$ cat src/rtl/fp_exp_add_pipe.sv
// Two-stage pipelined exponent adder for the FP multiplier: exp1 + exp2 - BIAS + inc_exp.
// Define FP_EXP_SAT_EN to saturate exp on overflow/underflow (default: wrapped result).
module fp_exp_add_pipe #(
  parameter int EXP_W = 8,
  parameter int BIAS  = (1 << (EXP_W - 1)) - 1
) (
  input  logic             clk,
  input  logic             resetn,
  input  logic             in_valid,
  output logic             in_ready,
  input  logic [EXP_W-1:0] exp1,
  input  logic [EXP_W-1:0] exp2,
  input  logic             inc_exp,
  output logic             out_valid,
  input  logic             out_ready,
  output logic [EXP_W-1:0] exp,
  output logic             overflow,
  output logic             underflow,
  output logic             zero
);

  // Two extra bits hold the carry of the sum and the sign after bias removal.
  localparam int RW = EXP_W + 2;
  localparam logic signed [RW-1:0] BIAS_S = RW'(BIAS);
  localparam logic signed [RW-1:0] MAX_S  = RW'((1 << EXP_W) - 1);
  localparam logic [EXP_W-1:0]     ALL_ONES = '1;

  logic                 s1_valid;
  logic signed [RW-1:0] s1_raw;
  logic                 s1_zero;

  logic                 adv1;
  logic                 adv2;
  logic signed [RW-1:0] raw_d;
  logic                 zero_d;
  logic signed [RW-1:0] fin;
  logic [EXP_W-1:0]     exp_d;
  logic                 ovf_d;
  logic                 unf_d;

  assign adv2     = !out_valid || out_ready;
  assign adv1     = !s1_valid || adv2;
  assign in_ready = adv1;

  always_comb begin
    raw_d  = $signed({2'b00, exp1}) + $signed({2'b00, exp2}) - BIAS_S;
    zero_d = (exp1 == '0) || (exp2 == '0);
  end

  // inc_exp only matters on the edge that moves stage 1 into stage 2.
  always_comb begin
    fin   = s1_raw + $signed({{(RW-1){1'b0}}, inc_exp});
    exp_d = fin[EXP_W-1:0];
    ovf_d = 1'b0;
    unf_d = 1'b0;
    if (s1_zero) begin
      exp_d = '0;
    end else if (fin >= MAX_S) begin
      ovf_d = 1'b1;
`ifdef FP_EXP_SAT_EN
      exp_d = ALL_ONES;
`endif
    end else if (fin[RW-1] || (fin == '0)) begin
      unf_d = 1'b1;
`ifdef FP_EXP_SAT_EN
      exp_d = '0;
`endif
    end
  end

  always_ff @(posedge clk or negedge resetn) begin
    if (!resetn) begin
      s1_valid  <= 1'b0;
      s1_raw    <= '0;
      s1_zero   <= 1'b0;
      out_valid <= 1'b0;
      exp       <= '0;
      overflow  <= 1'b0;
      underflow <= 1'b0;
      zero      <= 1'b0;
    end else begin
      if (adv1) begin
        s1_valid <= in_valid;
        if (in_valid) begin
          s1_raw  <= raw_d;
          s1_zero <= zero_d;
        end
      end
      if (adv2) begin
        out_valid <= s1_valid;
        if (s1_valid) begin
          exp       <= exp_d;
          overflow  <= ovf_d;
          underflow <= unf_d;
          zero      <= s1_zero;
        end
      end
    end
  end

  // Only referenced when saturation is enabled.
  logic unused_ok;
  assign unused_ok = &ALL_ONES;

endmodule
$ cat config.mk
export PLATFORM = sky130hd
export DESIGN_NAME = fp_exp_add_pipe
export DESIGN_NICKNAME = d
export VERILOG_FILES = /design/src/rtl/fp_exp_add_pipe.sv
export SDC_FILE = /design/constraint.sdc
export NUM_CORES = 1
export LEC_CHECK = 0
export BUFFER_PORTS_ARGS = -buffer_cell sky130_fd_sc_hd__buf_2
export CAP_MARGIN = 30
export CORE_MARGIN = 4
export CORE_UTILIZATION = 40
export CTS_CLUSTER_SIZE = 40
export DETAILED_ROUTE_END_ITERATION = 8
export GPL_TIMING_DRIVEN = 0
export PLACE_DENSITY_LB_ADDON = 0.12
export SLEW_MARGIN = 20
export SYNTH_ARGS = -nofsm -noshare
export SYNTH_HDL_FRONTEND = slang
export SYNTH_SLANG_ARGS = --single-unit
$ cat constraint.sdc
create_clock -name clk -period 3.4 [get_ports clk]
set_input_delay 1.02 -clock clk [delete_from_list [all_inputs] [get_ports clk]]
set_output_delay 1.02 -clock clk [all_outputs]
set_load 0.02 [all_outputs]
==> flow_summary.json, run 1 <==
{
  "final_max_slew_viol_count": 0,
  "synth_seq_cells": 24,
  "hold_viol_final": 0,
  "dr.pass1.iters": 4,
  "power_leakage_nw": 0.8991,
  "finalCriticalPeriod_ns": 2.819,
  "routedWlPerCell_um": 12.69,
  "post-dp-hpwl_um": 2640,
  "grt_pass1_vias": 1353,
  "worstSkewPairLatency_ns": 0.26,
  "grt_antenna_before_repair": 0,
  "power.density_mw_per_mm2": 490.5,
  "drive_above_1_share": 0.2266,
  "critical_path.max_stage_delay_ns": 0.42,
  "netlist_area_mm2": 0.001593,
  "nets": 244,
  "worst_ep_required_time_ns": 3.56,
  "setup_ws_ns": 0.5813,
  "yosysUniqueCellTypes": 42,
  "finalSetupTns_ns": 0,
  "synth_async_sr_flop_share": 1.000,
  "antennaDiodeCount": 0,
  "ctsResizeCount": 0,
  "outcome": "finished clean",
  "cts_hold_buf": 0,
  "syn_nets": 206,
  "dieArea_mm2": 0.005055,
  "drt_iter0_drc": 43,
  "ctsRootBufferMaster": "clkbuf_8",
  "dp_slack_ns": 0.3094,
  "cts_made_buffers": 3,
  "rsz0062_at_grt": "false",
  "cp_max_fo": 3,
  "rows": 22,
  "maxSlewHeadroom": 0.5963,
  "drc_errors": 0,
  "cts_tree": "yes",
  "die_y_um": 71.10,
  "track_usage": 0.1357,
  "syn_area_per_cell_um2": 9.538,
  "cp_cell_sequence": "buf_2 > ha_1 > ha_1 > fa_1 > a21oi_1 > o21ai_1 > a211oi_1 > nor2_1 > o41ai_1",
  "ys_seq_area_frac": 0.3771,
  "grt_first_pass_wirelength_um": 5616,
  "grt_max_degree": 25,
  "yosys.cell_count.top_type": "dfrtp_1",
  "viasPerCell": 5.271,
  "cpMostUsedCell": "ha_1",
  "critical_path.endpoint_type": "register",
  "cts_htree_levels": 1,
  "io_buffers": 33,
  "seq_area_um2": 600.6,
  "crit_arrival_ns": 2.97,
  "ir_drop_mv": 0.1676,
  "clkSinkCount": 24,
  "synth_ff_type": "dfrtp_1",
  "holdCritPathClass": "reg2reg",
  "postSynthCellCount": 167,
  "multi_input_area_um2": 922.1,
  "routed_wl_um": 3186,
  "yosys-top-cells-count": "24 x dfrtp_1, 23 x nand2_1, 17 x ha_1, 10 x inv_1, 9 x xnor2_1",
  "vias": 1323,
  "worstSetupPathType": "in2reg",
  "cts_max_path_buffers": 2,
  "globalplace.congestion": 0.8815,
  "core_area_mm2": 0.003744,
  "cp-start-kind": "input pin",
  "max_cap_viol_count": 0,
  "finalSetupViolCount": 0,
  "post-route-period-util": 0.8290,
  "fillerInstances": 382,
  "tightest_slew_ns": 0.6042,
  "synth_top_area_share": 0.3771,
  "ant_nets": 0,
  "slowest_stage": "fa_1",
  "ys_warn_count": 0,
  "die-width_um": 71.10,
  "start_util": 0.4255,
  "cts_setup_buffers": 0,
  "ios": 34,
  "fin_worst_skew_ns": 0.001711,
  "syn2layout_area_growth_pct": 16.73,
  "fmax_mhz": 354.8,
  "yosysTopAreaCell": "dfrtp_1",
  "synth_edf_count": 0,
  "clkTransAtPathRegs_ns": 0.08,
  "grt_overflow": 0,
  "synthTopCellsByArea": "dfrtp_1 38%, ha_1 13%, nand2_1 5.4%"
}
through the flow:
step	total power [W]	hold slack, ns	util	cells	instance area, µm²
after floorplan	0.0006521	0.4469	-	167	1593
after global routing	0.0009841	0.4884	0.4967	251	1859
after global placement	0.0007501	0.4568	0.4856	248	1818
after CTS	0.0009246	0.4815	0.4967	251	1859
after detailed placement	0.0007601	0.4631	0.4856	248	1818
final	0.0009119	0.4726	0.4967	251	1859
logic make-up after synthesis:
logic type,after synthesis,synth area share
adders and majority gates,18,0.1461
xor gates and xnor gates,14,0.07699
buffers and inverters,16,0.04399
DFF,24,0.3771
muxes,5,0.03378
and+or+nand+nor,56,0.1815
AOI/OAI and AO/OA,34,0.1406
state kept, by name, summed over array words and instances (netlist names):
| register | cells |
|---|---|
| underflow | 1 |
| s1_raw | 10 |
| s1_valid | 1 |
| exp | 8 |
| zero | 1 |
| s1_zero | 1 |
| out_valid | 1 |
| overflow | 1 |
critical path: cells and delay by family:
kind | cells | cell delay, ns
compound gates | 4 | 0.81
fa+ha+maj | 3 | 0.94
buf+inv | 1 | 0.11
simple gates | 1 | 0.10
layout by cell type, fill, tap and decap left out, drive strengths merged, types with 3 or more instances in the layout:
cell / count
dfrtp: 24
xor2: 5
a21oi: 4
o21ai: 12
ha: 17
nor3: 3
nand2b: 4
a22o: 3
nor2: 8
nand3: 5
clkbuf: 5
o31ai: 5
nand2: 23
buf: 36
inv: 11
or4: 5
mux2: 3
xnor2: 9
where the power goes:
group / switching [W] / internal [W]
sequential: 0.0000537 / 0.000350
combinational: 0.000198 / 0.000148
clock: 0.0000828 / 0.0000791
total: 0.000335 / 0.000577
final timing paths:
kind / endpoint / startpoint / depth (start not counted) / slack, ns
worst max-delay path: s1_raw[9] / exp1[1] / 9 / 0.58
worst min-delay path: exp[3] / exp[3] / 2 / 0.47
worst max register to register: underflow / s1_raw[0] / 6 / 1.41
worst min register to register: exp[3] / exp[3] / 2 / 0.47
max in group asynchronous: s1_raw[8] / resetn / 1 / 2.33
min in group asynchronous: exp[3] / resetn / 1 / 0.73
layout make-up:
cell class	instances	area share
Clock buffer	3	0.02221
Inverter	11	0.02221
Sequential cell	24	0.3230
Timing Repair Buffer	33	0.08883
Tap cell	48	0.03230
Buffer	5	0.01548
Multi-Input combinational cell	127	0.4960
layer usage:
metal / GRT usage / vias to the layer above / share of wire
li1: - / 664 / -
met1: 0.1523 / 612 / 0.43
met2: 0.2482 / 40 / 0.50
met3: 0.02131 / 7 / 0.047
met4: 0.06472 / 0 / 0.021
met5: 0 / - / 0
No activity file was read; power rests on OpenSTA's default activity.
==> inputs of run 2 (changes only) <==
==> constraint.sdc (replaced) <==
create_clock -name clk -period 2.6 [get_ports clk]
set_input_delay 0.78 -clock clk [delete_from_list [all_inputs] [get_ports clk]]
set_output_delay 0.78 -clock clk [all_outputs]
set_load 0.02 [all_outputs]
==> run 2 against run 1 <==
Sequential share of layout area fell by 0.15 points. Cell count did not move. Wire length rose by 0.16%. Clock-buffer cell count did not move. Flip-flop and latch count did not move. Worst hold slack barely moved. Largest power group unchanged.
==> flow_summary.json, run 2 (same netlist as run 1, synthesis figures left out) <==
{
  "worst_ep_required_time_ns": 2.76,
  "io_buffers": 33,
  "antennaDiodeCount": 0,
  "drc_errors": 0,
  "worstSetupPathType": "in2reg",
  "post-route-period-util": 0.9650,
  "grt_max_degree": 25,
  "outcome": "finished clean",
  "placed_cells": 248,
  "die_y_um": 71.10,
  "whs_endpoint": "exp[3]",
  "drt_iter0_drc": 50,
  "critical_path.endpoint_type": "register",
  "syn2layout_area_growth_pct": 17.28,
  "cp_max_fo": 3,
  "ios": 34,
  "grt_overflow": 0,
  "dr.pass1.iters": 4,
  "tightest_slew_ns": 0.5804,
  "use_met3": 0.02131,
  "cts_made_buffers": 3,
  "final_common_cell": "buf_2",
  "post-dp-hpwl_um": 2640,
  "fillerInstances": 383,
  "ir_drop_mv": 0.2196,
  "finalSetupTns_ns": 0,
  "fmax_mhz": 398.6,
  "ff2ff_path_depth": 6,
  "ant_nets": 0,
  "hold_start": "exp[3]",
  "ff2ff_setup_slack_ns": 0.61,
  "crit_arrival_ns": 2.66,
  "fin_worst_skew_ns": 0.002083,
  "routed_wl_um": 3191,
  "cts_hold_buf": 0,
  "finalSetupViolCount": 0,
  "worstSkewPairLatency_ns": 0.26,
  "largest_reg_flops": 10,
  "cp-start-kind": "input pin",
  "holdCritPathClass": "reg2reg",
  "hold_viol_final": 0,
  "r2r_start": "s1_raw[0]",
  "maxSlewHeadroom": 0.6123,
  "met2_usage": 0.2482,
  "finalCriticalPeriod_ns": 2.509,
  "clkTransAtPathRegs_ns": 0.08,
  "use_met1": 0.1523,
  "drive_above_1_share": 0.2365,
  "rows": 22,
  "reg2reg_to": "underflow",
  "final_cells": 251,
  "whs_ns": 0.4726,
  "start_util": 0.4255,
  "grt.busiest_layer": "met2",
  "grt_antenna_before_repair": 0,
  "grt_pass1_vias": 1353,
  "whs_path_depth": 2,
  "final_cell_mix": "35 x buf_2, 24 x dfrtp_1, 23 x nand2_1",
  "grt_first_pass_wirelength_um": 5616,
  "viasPerCell": 5.239,
  "final_area_mm2": 0.001868,
  "top_register": "s1_raw",
  "track_usage": 0.1357,
  "globalplace.congestion": 0.8815,
  "cts_max_path_buffers": 2,
  "core_area_mm2": 0.003744,
  "cts_tree": "yes",
  "rsz0062_at_grt": "false",
  "dieArea_mm2": 0.005055,
  "final_max_slew_viol_count": 0,
  "power_leakage_nw": 0.9018,
  "reg.largest.list": "s1_raw: 10 flops, exp: 8 flops",
  "nets": 244,
  "die-width_um": 71.10,
  "power.density_mw_per_mm2": 640.1,
  "max_cap_viol_count": 0,
  "routedWlPerCell_um": 12.71,
  "cts_htree_levels": 1,
  "vias": 1315,
  "postPlaceCellArea_mm2": 0.001818,
  "clkSinkCount": 24,
  "ctsRootBufferMaster": "clkbuf_8"
}
[run 2: where the power goes]
group          internal, W  leakage, nW  switching (W)  total (W)
registers         0.000457        0.298      0.0000701   0.000527
clock network     0.000103       0.0216       0.000108   0.000211
logic             0.000195        0.582       0.000261   0.000457
[run 2: area by class of cell]
cell class / count / area (µm²) / share of cell area
timing repair buffer: 33 / 165.2 / 0.08841
sequential: 24 / 600.6 / 0.3215
tap: 48 / 60.06 / 0.03215
buffer: 5 / 28.78 / 0.01541
inverter: 11 / 41.29 / 0.02210
clock buffer: 3 / 41.29 / 0.02210
multi-input combinational: 127 / 930.9 / 0.4983
[run 2: worst max path at each step]
| stage | startpoint | endpoint | slack (ns) | cells past startpoint |
|---|---|---|---|---|
| 5_1_grt | exp1[1] | s1_raw[9] | 0.03 | 9 |
| 2_1_floorplan | exp1[1] | s1_raw[9] | 0.08 | 8 |
| 3_3_place_gp | exp1[1] | s1_raw[9] | -0.17 | 9 |
| 4_1_cts | exp1[1] | s1_raw[9] | 0.03 | 9 |
| 3_5_place_dp | exp1[1] | s1_raw[9] | -0.25 | 9 |
| 6_report | exp1[1] | s1_raw[9] | 0.09 | 9 |
[run 2: routing by layer]
layer	wire (µm)	part of all wire
met3	135	0.042
met4	70	0.022
met1	1384	0.43
met2	1600	0.50
met5	0	0
[run 2: what timing repair did]
action	CTS	global route
hold endpoints to repair	0	0
endpoints found under the setup margin	0	2
buffers inserted	0	0
resized for setup	0	2
[run 2: worst max-delay path, cell delays in order]
cell and delay, ns:
buf_2 0.11, ha_1 0.29, ha_1 0.23, fa_1 0.42
a21oi_1 0.19, o21ai_2 0.11, a211oi_2 0.23, nor2_1 0.09
o41ai_1 0.22
[run 2: metrics by stage]
step	power, W	worst slack (ns)	utilization
final	0.001196	0.09103	0.4990
after global routing	0.001291	0.02528	0.4990
after global placement	0.0009809	-0.1739	0.4856
after floorplan	0.0008527	0.08030	-
after detailed placement	0.0009940	-0.2506	0.4856
after CTS	0.001209	0.03446	0.4967
==> inputs of run 3 (changes only) <==
--- a/config.mk
+++ b/config.mk
@@ -11,8 +11,6 @@
 export CORE_UTILIZATION = 40
 export CTS_CLUSTER_SIZE = 40
 export DETAILED_ROUTE_END_ITERATION = 8
-export GPL_TIMING_DRIVEN = 0
-export PLACE_DENSITY_LB_ADDON = 0.12
 export SLEW_MARGIN = 20
 export SYNTH_ARGS = -nofsm -noshare
 export SYNTH_HDL_FRONTEND = slang
==> run 3 against run 2 <==
Flip-flop and latch count did not move. Utilization rose by 0.23 points. Sequential share of layout area fell by 0.15 points. Largest power group unchanged.
==> flow_summary.json, run 3 (same netlist as run 1, synthesis figures left out) <==
{
  "outcome": "finished clean",
  "start_util": 0.4255,
  "dr.pass1.iters": 4,
  "cp_max_fo": 3,
  "critPathTopFamily": "adder cells",
  "die-width_um": 71.10,
  "finalSetupTns_ns": 0,
  "grt_pass1_vias": 1448,
  "reg.largest.list": "s1_raw: 10 flops, exp: 8 flops",
  "maxSlewHeadroom": 0.6538,
  "io_buffers": 33,
  "fin_worst_skew_ns": 0.001758,
  "crit_arrival_ns": 2.62,
  "power_leakage_nw": 0.9089,
  "antennaDiodeCount": 0,
  "globalplace.congestion": 0.9103,
  "crit_cells": 9,
  "vias": 1336,
  "grt_antenna_before_repair": 0,
  "drive_above_1_share": 0.2463,
  "fmax_mhz": 406.0,
  "worstSkewPairLatency_ns": 0.26,
  "clkTransAtPathRegs_ns": 0.08,
  "ff2ff_setup_slack_ns": 0.58,
  "r2r_start": "s1_raw[0]",
  "ios": 34,
  "whs_ns": 0.4726,
  "routed_wl_um": 3202,
  "syn2layout_area_growth_pct": 17.83,
  "critical_path.endpoint_type": "register",
  "worst_ep_required_time_ns": 2.75,
  "post-route-period-util": 0.9473,
  "worst-path-buf-inv": 1,
  "rsz0062_at_grt": "false",
  "post-dp-hpwl_um": 2640,
  "cp_cell_sequence": "buf_2 > ha_1 > ha_1 > fa_1 > a21oi_2 > o21ai_1 > a211oi_2 > nor2_1 > o41ai_1",
  "slowest_stage": "fa_1",
  "grt_overflow": 0,
  "max_cap_viol_count": 0,
  "dieArea_mm2": 0.005055,
  "nets": 244,
  "grt_first_pass_wirelength_um": 5782,
  "drc_errors": 0,
  "viasPerCell": 5.323,
  "routedWlPerCell_um": 12.76,
  "final_cell_mix": "33 x buf_2, 24 x dfrtp_1, 23 x nand2_1",
  "clkSinkCount": 24,
  "setup_ws_ns": 0.1369,
  "cp-start-kind": "input pin",
  "cts_max_path_buffers": 2,
  "grt_max_degree": 25,
  "cts_htree_levels": 1,
  "reg2reg_to": "underflow",
  "worstSetupPathType": "in2reg",
  "track_usage": 0.1384,
  "power.density_mw_per_mm2": 642.8,
  "cts_made_buffers": 3,
  "hold_viol_final": 0,
  "dp_slack_ns": -0.1561,
  "largest_reg_flops": 10,
  "top_register": "s1_raw",
  "rows": 22,
  "critical_path.max_stage_delay_ns": 0.40,
  "ir_drop_mv": 0.1844,
  "final_common_cell": "buf_2",
  "final_max_slew_viol_count": 0,
  "core_area_mm2": 0.003744,
  "ant_nets": 0,
  "drt_iter0_drc": 44,
  "finalCriticalPeriod_ns": 2.463,
  "cts_tree": "yes",
  "ctsRootBufferMaster": "clkbuf_8",
  "holdCritPathClass": "in2async",
  "die_y_um": 71.10,
  "tightest_slew_ns": 0.5192,
  "cpMostUsedCell": "ha_1",
  "cts_hold_buf": 0,
  "finalSetupViolCount": 0,
  "ff2ff_path_depth": 6
}
==> run 3: stage by stage <==
step	instance area, µm²	cells	utilization	power (W)
6_report	1877	251	0.5013	0.001206
5_1_grt	1877	251	0.5013	0.001298
4_1_cts	1868	251	0.4990	0.001217
3_5_place_dp	1827	248	0.4880	0.0009999
3_3_place_gp	1827	248	0.4880	0.0009844
2_1_floorplan	1593	167	-	0.0008527
==> run 3: area by class of cell <==
type                            instances  area, µm²
Timing Repair Buffer                   38      202.7
Inverter                               11      41.29
Clock buffer                            3      41.29
Multi-Input combinational cell        127      930.9
Sequential cell                        24      600.6
Fill cell                             366       1867
Tap cell                               48      60.06
==> run 3: worst max-delay path by stage <==
stage	from	to	slack, ns
finish	exp1[1]	s1_raw[9]	0.14
global route	exp1[1]	s1_raw[9]	0.02
CTS	exp1[1]	s1_raw[9]	0.11
detailed placement	exp1[1]	s1_raw[9]	-0.16
global placement	exp1[1]	s1_raw[9]	-0.1
floorplan	exp1[1]	s1_raw[9]	0.08
==> run 3: timing repair <==
item                                   4_1_cts  5_1_grt
setup endpoints to repair                    0        2
resized for setup                            0        2
endpoints found under the hold margin        0        0
buffers inserted                             0        0
==> run 3: where the power goes <==
part | internal (W) | switching, W
Sequential | 0.000457 | 0.0000818
Clock | 0.000104 | 0.000110
Combinational | 0.000201 | 0.000253
==> run 3: layer usage <==
layer | global-route usage | up-vias | routed length, µm
li1 | - | 666 | -
met1 | 0.1470 | 623 | 1327
met2 | 0.2575 | 40 | 1627
met3 | 0.02131 | 7 | 167
met4 | 0.07724 | 0 | 79
met5 | 0 | - | 0
